$ cat config.mk
export PLATFORM = sky130hd
export DESIGN_NAME = div_result_bcd_flat
export DESIGN_NICKNAME = d
export VERILOG_FILES = /design/src/rtl/div_result_bcd_if.sv /design/src/rtl/div_result_bcd.sv /design/src/flat_wrapper.sv
export SDC_FILE = /design/constraint.sdc
export NUM_CORES = 1
export LEC_CHECK = 0
export CELL_PAD_IN_SITES_DETAIL_PLACEMENT = 2
export CELL_PAD_IN_SITES_GLOBAL_PLACEMENT = 2
export CORE_ASPECT_RATIO = 1.5
export CORE_MARGIN = 2
export CORE_UTILIZATION = 44
export CTS_CLUSTER_SIZE = 8
export DETAILED_ROUTE_END_ITERATION = 8
export DONT_BUFFER_PORTS = 1
export GPL_TIMING_DRIVEN = 0
export PLACE_DENSITY_LB_ADDON = 0.1
export SETUP_SLACK_MARGIN = 0.15
export SKIP_LAST_GASP = 1
export SYNTH_ARGS = -nofsm -noshare
export SYNTH_HDL_FRONTEND = slang
export SYNTH_SLANG_ARGS = --single-unit
$ cat constraint.sdc
create_clock -name clk -period 4 [get_ports clk]
set_clock_uncertainty 0.2 [all_clocks]
set_input_delay 0.4 -clock clk [delete_from_list [all_inputs] [get_ports clk]]
set_output_delay 0.4 -clock clk [all_outputs]
set_load 0.05 [all_outputs]
$ cat src/rtl/div_result_bcd_if.sv
// rtl/div_result_bcd_if.sv - request/result bundle between the divider and the BCD converter
interface div_result_bcd_if #(
   parameter int WIDTH  = 16,
   parameter int DIGITS = 5
);
   logic                  start;
   logic [WIDTH-1:0]      value;
   logic                  ovf_in;
   logic [4*DIGITS-1:0]   bcd;
   logic                  valid;
   logic                  busy;
   logic                  err;

   // requester side: issues conversions and observes results
   modport master (
      output start, value, ovf_in,
      input  bcd, valid, busy, err
   );

   // converter side
   modport slave (
      input  start, value, ovf_in,
      output bcd, valid, busy, err
   );
endinterface

$ cat src/rtl/div_result_bcd.sv
// rtl/div_result_bcd.sv - sequential double-dabble binary to packed BCD with overflow passthrough
module div_result_bcd #(
   parameter int WIDTH  = 16,
   parameter int DIGITS = 5
) (
   input  logic            clk,
   input  logic            reset_a,
   div_result_bcd_if.slave bus
);
   localparam int SW = DIGITS * 4 + WIDTH;
   localparam int CW = $clog2(WIDTH + 1);
   localparam logic [CW-1:0] LAST = CW'(WIDTH - 1);

   typedef enum logic [1:0] {
      IDLE  = 2'd0,
      SHIFT = 2'd1,
      FAULT = 2'd2
   } state_t;

   state_t              state;
   state_t              state_nx;
   logic [SW-1:0]       sreg;
   logic [SW-1:0]       adj;
   logic [SW-1:0]       shifted;
   logic [CW-1:0]       cnt;
   logic [4*DIGITS-1:0] bcd_q;
   logic                valid_q;
   logic                busy_q;
   logic                err_q;

   assign bus.bcd   = bcd_q;
   assign bus.valid = valid_q;
   assign bus.busy  = busy_q;
   assign bus.err   = err_q;

   // state register
   always_ff @(posedge clk or negedge reset_a) begin
      if (!reset_a) state <= IDLE;
      else          state <= state_nx;
   end

   // next state: start only matters in IDLE, so requests while busy are dropped
   always_comb begin
      state_nx = state;
      case (state)
         IDLE:    if (bus.start) state_nx = bus.ovf_in ? FAULT : SHIFT;
         SHIFT:   if (cnt == LAST) state_nx = IDLE;
         FAULT:   state_nx = IDLE;
         default: state_nx = IDLE;
      endcase
   end

   // one double-dabble step: add 3 to every digit >= 5, then shift left one bit
   always_comb begin
      adj = sreg;
      for (int i = 0; i < DIGITS; i++) begin
         if (adj[WIDTH + 4*i +: 4] >= 4'd5)
            adj[WIDTH + 4*i +: 4] = adj[WIDTH + 4*i +: 4] + 4'd3;
      end
      shifted = adj << 1;
   end

   // datapath and registered outputs; valid defaults low so it is a single-cycle pulse
   always_ff @(posedge clk or negedge reset_a) begin
      if (!reset_a) begin
         sreg    <= '0;
         cnt     <= '0;
         bcd_q   <= '0;
         valid_q <= 1'b0;
         busy_q  <= 1'b0;
         err_q   <= 1'b0;
      end else begin
         valid_q <= 1'b0;
         case (state)
            IDLE: begin
               if (bus.start) begin
                  busy_q <= 1'b1;
                  if (!bus.ovf_in) begin
                     sreg <= {{(DIGITS*4){1'b0}}, bus.value};
                     cnt  <= '0;
                  end
               end
            end
            SHIFT: begin
               sreg <= shifted;
               cnt  <= cnt + 1'b1;
               if (cnt == LAST) begin
                  bcd_q   <= shifted[SW-1:WIDTH];
                  err_q   <= 1'b0;
                  valid_q <= 1'b1;
                  busy_q  <= 1'b0;
               end
            end
            FAULT: begin
               bcd_q   <= '1;
               err_q   <= 1'b1;
               valid_q <= 1'b1;
               busy_q  <= 1'b0;
            end
            default: busy_q <= 1'b0;
         endcase
      end
   end
endmodule

$ cat src/flat_wrapper.sv
// flat-port wrapper written by rule: the top's interface ports become plain ports
module div_result_bcd_flat 
#(
   parameter int WIDTH  = 16,
   parameter int DIGITS = 5
)
  (clk, reset_a, bus_start, bus_value, bus_ovf_in, bus_bcd, bus_valid, bus_busy, bus_err);
  div_result_bcd_if #(.WIDTH(WIDTH), .DIGITS(DIGITS)) bus_i ();
  input  logic clk;
  input  logic reset_a;
  input wire logic [$bits(bus_i.start)-1:0] bus_start;
  input wire logic [$bits(bus_i.value)-1:0] bus_value;
  input wire logic [$bits(bus_i.ovf_in)-1:0] bus_ovf_in;
  output wire logic [$bits(bus_i.bcd)-1:0] bus_bcd;
  output wire logic [$bits(bus_i.valid)-1:0] bus_valid;
  output wire logic [$bits(bus_i.busy)-1:0] bus_busy;
  output wire logic [$bits(bus_i.err)-1:0] bus_err;
  assign bus_i.start = bus_start;
  assign bus_i.value = bus_value;
  assign bus_i.ovf_in = bus_ovf_in;
  assign bus_bcd = bus_i.bcd;
  assign bus_valid = bus_i.valid;
  assign bus_busy = bus_i.busy;
  assign bus_err = bus_i.err;
  div_result_bcd #(.WIDTH(WIDTH), .DIGITS(DIGITS)) u_core (.clk(clk), .reset_a(reset_a), .bus(bus_i));
endmodule
## Word-level counts from Yosys, hierarchy flattened

Index checks and enable logic that the tools add are counted.

- Register bits after elaboration: 66
- Input bits: 20
- Output and inout bits: 23
- Word-level logic and storage cells: 53

- $add $sub $neg: 6
- $lt $le $gt $ge: 5
- Eq/ne operators: 6
- Muxes and demuxes: 23
- Reductions and logical operators: 6

Operator list:

| operator | count |
|---|---|
| $mux W36 | 2 |
| $pmux W36 S2 | 1 |
| $pmux W20 S2 | 1 |
| $ge A4 B3 Y1 const B | 5 |
| $mux W20 | 1 |
| $add A4 B2 Y4 const B | 4 |
| $mux W4 | 4 |
| $mux W5 | 2 |
| $pmux W5 S2 | 1 |
| $mux W2 | 3 |
| $pmux W1 S2 | 3 |
| $add A5 B1 Y5 const B | 1 |
| $eq A5 B4 Y1 const B | 1 |
| $ne A2 B2 Y1 const B | 2 |
| $pmux W2 S2 | 1 |
| $reduce_and A2 Y1 | 2 |
| $reduce_bool A2 Y1 | 2 |
| $add A3 B2 Y3 const B | 1 |
| $mux W1 | 3 |
| $mux W3 | 1 |
| $reduce_and A3 Y1 | 1 |
| $eq A2 B1 Y1 const B | 1 |
| $eq A2 B2 Y1 const B | 1 |
| $logic_not A2 Y1 | 1 |
| $ne A2 B1 Y1 const B | 1 |

## Longest topological paths before layout

- Depth after elaboration: 4
- Gate-level depth with buffers: 8
- Mapped depth without buffers: 7

## Worst setup path after synthesis

OpenSTA, ideal clock, no wires.

- Path kind: reg-to-reg
- From: register u_core.cnt[0]
- To: register u_core.bcd_q[17], in the netlist u_core.bus.bcd[17]
- Library setup time: 0.122 ns
- Data arrival time: 1.570 ns
- Required time: 3.678 ns
- Setup slack: 2.109 ns
- Cell stages (with the launch flop): 8
- Path buffers: 1
- Clock period less this slack: 1.891 ns
- Cells stage by stage: dfrtp_1 ha_1 and3_1 ha_1 nand2_1 o21ai_2 buf_6 o22a_1

- Word-level cells in the longest chain between the ends: 3

Ends and longest elaborated chain:

| what | RTL line | text |
|---|---|---|
| start: declaration | div_result_bcd.sv:25 | `logic [CW-1:0] cnt;` |
| start signal: assignment | div_result_bcd.sv:86 | `cnt <= cnt + 1'b1;` |
| $eq A5 B4 Y1 | div_result_bcd.sv:87 | `if (cnt == LAST) begin` |
| $ne A2 B1 Y1 (no source line) | n/a |  |
| $reduce_and A2 Y1 (no source line) | n/a |  |
| end signal: assignment | div_result_bcd.sv:88 | `bcd_q <= shifted[SW-1:WIDTH];` |
| end: declaration | div_result_bcd.sv:26 | `logic [4*DIGITS-1:0] bcd_q;` |

No other way between the ends.
A chain may end at the register's enable or synchronous reset.

## Final worst setup path

- From: register u_core.cnt[0]
- To: register u_core.bcd_q[3], in the netlist u_core.bus.bcd[3]

Same word-level chain as after synthesis.

==> summary.txt <==
Finish
  – Synth-to-Final Area Change: 10.3%
  – Final non-filler cell total: 405
  – Final Util: 49.6%
  – Diode count: 0
  – Layout net count: 355
  – Commonest non-fill, non-tap cell in the layout: dfrtp_1
  – Most frequent cells in the layout: dfrtp_1, nand2_1, o21ai_0, mux2i_1, a21oi_1
  – Layout cells sized above 1: 11.4%

Setup path
  – Crit-path max FO: 10
  – CP endpoint kind: register
  – CP arrival: 2.32 ns
  – Crit path kind: register to register
  – Worst path required time: 4.06 ns
  – CP startpoint kind: register

Status
  – Run status: completed

STA
  – Fin crit share: 56.4%
  – Worst slew pin tran: 1.02 ns
  – Max Slew Vio Count: 0
  – RSZ-0062 raised after global routing: no
  – Setup Viol. Count Final: 0
  – Final hold vios: 0
  – Min cycle time layout: 2.25 ns
  – Setup TNS: 0 ns
  – Slew headroom: 31.0%
  – Fmax: 443 MHz

Flow run
  – Max cap viols: 0

Clock tree
  – Clock transition at the registers of the reported paths: 0.07 ns
  – Clock buffer depth: 2
  – Clock Sinks: 66
  – Post-CTS setup buffers: 0
  – Clk_lat worst skew: 0.35 ns
  – Cts bufs inserted: 9
  – Root buffer cell: clkbuf_8
  – CTS HTree Levels: 3
  – Number of gates resized after cts: 0
  – CTS tree: yes

Yosys
  – Avg Inst Size Synth: 10.5 um^2
  – Post-synth EDFFs: 0
  – Library cells used by synthesis: 34
  – Mapped Cells: 306
  – Async SR Flop Fraction: 100%
  – Post-synthesis sequential area ratio: around half
  – Most common flop cell mapped by yosys: dfrtp_1
  – Syn Nets: 341
  – Yosys warns: 0
  – Synthesized flop and latch total: 66
  – Cell Area, Synth: between 3000 and 4000 um^2

Detailed routing
  – Initial drt markers: ~110
  – Wire per inst: 20.8 um
  – ANT nets after route: 0
  – 1st-pass router iterations: 4
  – Vias per cell: 5.85
  – Via count: 2368
  – DRC viols: 0
  – Routed WL: 8440 um

Placement
  – GP Congestion: 0.760
  – Inst Count DP: 386
  – Port Buffer Count: 0
  – HPWL after DPL: 5910 um

Global routing
  – Global-route wire length before repair: between 10000 and 15000 um
  – Overflow after GRT: 0
  – Vias in the first global route: 2663
  – Largest net degree at the start of global routing: 67
  – Global Route Usage Sum: 23.2%
  – Initial antenna violation count: 0

Floorplan
  – Die footprint: 8000 um^2
  – Die Wd: 73.7 um
  – Initial Utilization: 44.9%
  – Die extent in y: around 110 um
  – I/O Pins: 43
  – Core Rows: 38
  – Core Area: 7130 um^2

Pwr
  – Leakage power: approximately 0.0015 uW
  – P per Cell Area: 566 nW/um^2
  – Overall Power: approximately 2000 uW
  – VDD IR max: about 0.31 mV

Hold path
  – HP Class: primary input to register
## critical path, cell delays in order, from the launching register on
cell and delay, ns:
dfrtp_1 0.40, ha_1 0.25, and3_1 0.19, ha_1 0.26, nand2_1 0.15, o21ai_2 0.25, buf_6 0.23, nor2_1 0.06
a31oi_1 0.18
## final cells by class
type                       instances  area (um^2)
multi-input combinational        211         1400
buffer                            13         92.6
clock inverter                     2         10.0
tap                               80          100
fill                             752         3600
sequential                        66         1650
clock buffer                      14          173
timing repair buffer               3         47.5
inverter                          16         60.1
## sequential cells by signal, summed over array words and instances (netlist names)
register,cells
u_core.sreg,36
u_core.bus.bcd,20
u_core.state,2
u_core.bus.err,1
u_core.bus.busy,1
u_core.cnt,5
u_core.bus.valid,1
## repair_timing
| action | in CTS | in global routing |
|---|---|---|
| endpoints found under the setup margin | 0 | 0 |
| endpoints found under the hold margin | 68 | 0 |
| hold buffers | 3 | 0 |
## synth_stat cells, types with 2 or more instances
library cell	count	area, um^2
dfrtp_1	66	1650
nand2_1	40	150
o21ai_0	40	200
mux2i_1	19	190
a21oi_1	18	90.1
inv_1	16	60.1
ha_1	15	188
a22o_1	14	123
nor2_1	11	41.3
o22a_1	9	78.8
nand2b_1	8	50.1
a31oi_1	5	31.3
buf_2	5	25.0
nor3b_1	5	37.5
xnor2_1	5	43.8
buf_6	4	45.0
or3b_2	4	35.0
nand3_1	3	15.0
buf_4	2	15.0
clkbuf_1	2	7.51
or2_2	2	12.5
## metal layers
| metal | GRT usage, % | wire length [um] | vias up |
|---|---|---|---|
| li1 | - | - | 1099 |
| met1 | 24.7 | 3250 | 1219 |
| met2 | 42.6 | 4760 | 38 |
| met3 | 5.13 | 261 | 12 |
| met4 | 9.74 | 170 | 0 |
| met5 | 0 | 0 | - |
## cell families after synthesis
group / after synthesis / synth area share [%]
compound gates: 92 / 17.7
simple gates: 78 / 11.8
flops: 66 / 51.5
buf+inv: 29 / 4.76
mux: 21 / 6.99
fa+ha+maj: 15 / 5.86
xor+xnor: 5 / 1.37
## where the power goes
part	internal [uW]	switching, uW	total (uW)
sequential	783	130	913
combinational	211	353	563
clock	274	251	526
total	1270	734	2000
## final timing paths
kind	from	endpoint	slack [ns]	cells after the start
worst max-delay path	u_core.cnt[0]	u_core.bus.bcd[3]	1.75	8
worst min-delay path	bus_value[0]	u_core.sreg[0]	0.02	2
worst max register to register	u_core.cnt[0]	u_core.bus.bcd[3]	1.75	8
worst min register to register	u_core.sreg[12]	u_core.sreg[12]	0.28	2
max in group asynchronous	reset_a	u_core.bus.bcd[11]	2.89	2
min in group asynchronous	reset_a	u_core.sreg[32]	0.43	2
## per-stage QoR
stage	hold slack (ns)	area, um^2	worst slack [ns]
after floorplan	-0.0956	3200	2.11
after global placement	-0.0940	3300	1.78
after detailed placement	-0.0940	3300	1.76
after CTS	0.00665	3530	1.69
after global routing	0.0467	3530	1.56
final	0.0239	3530	1.75
Power figures use the tool's default switching activity.
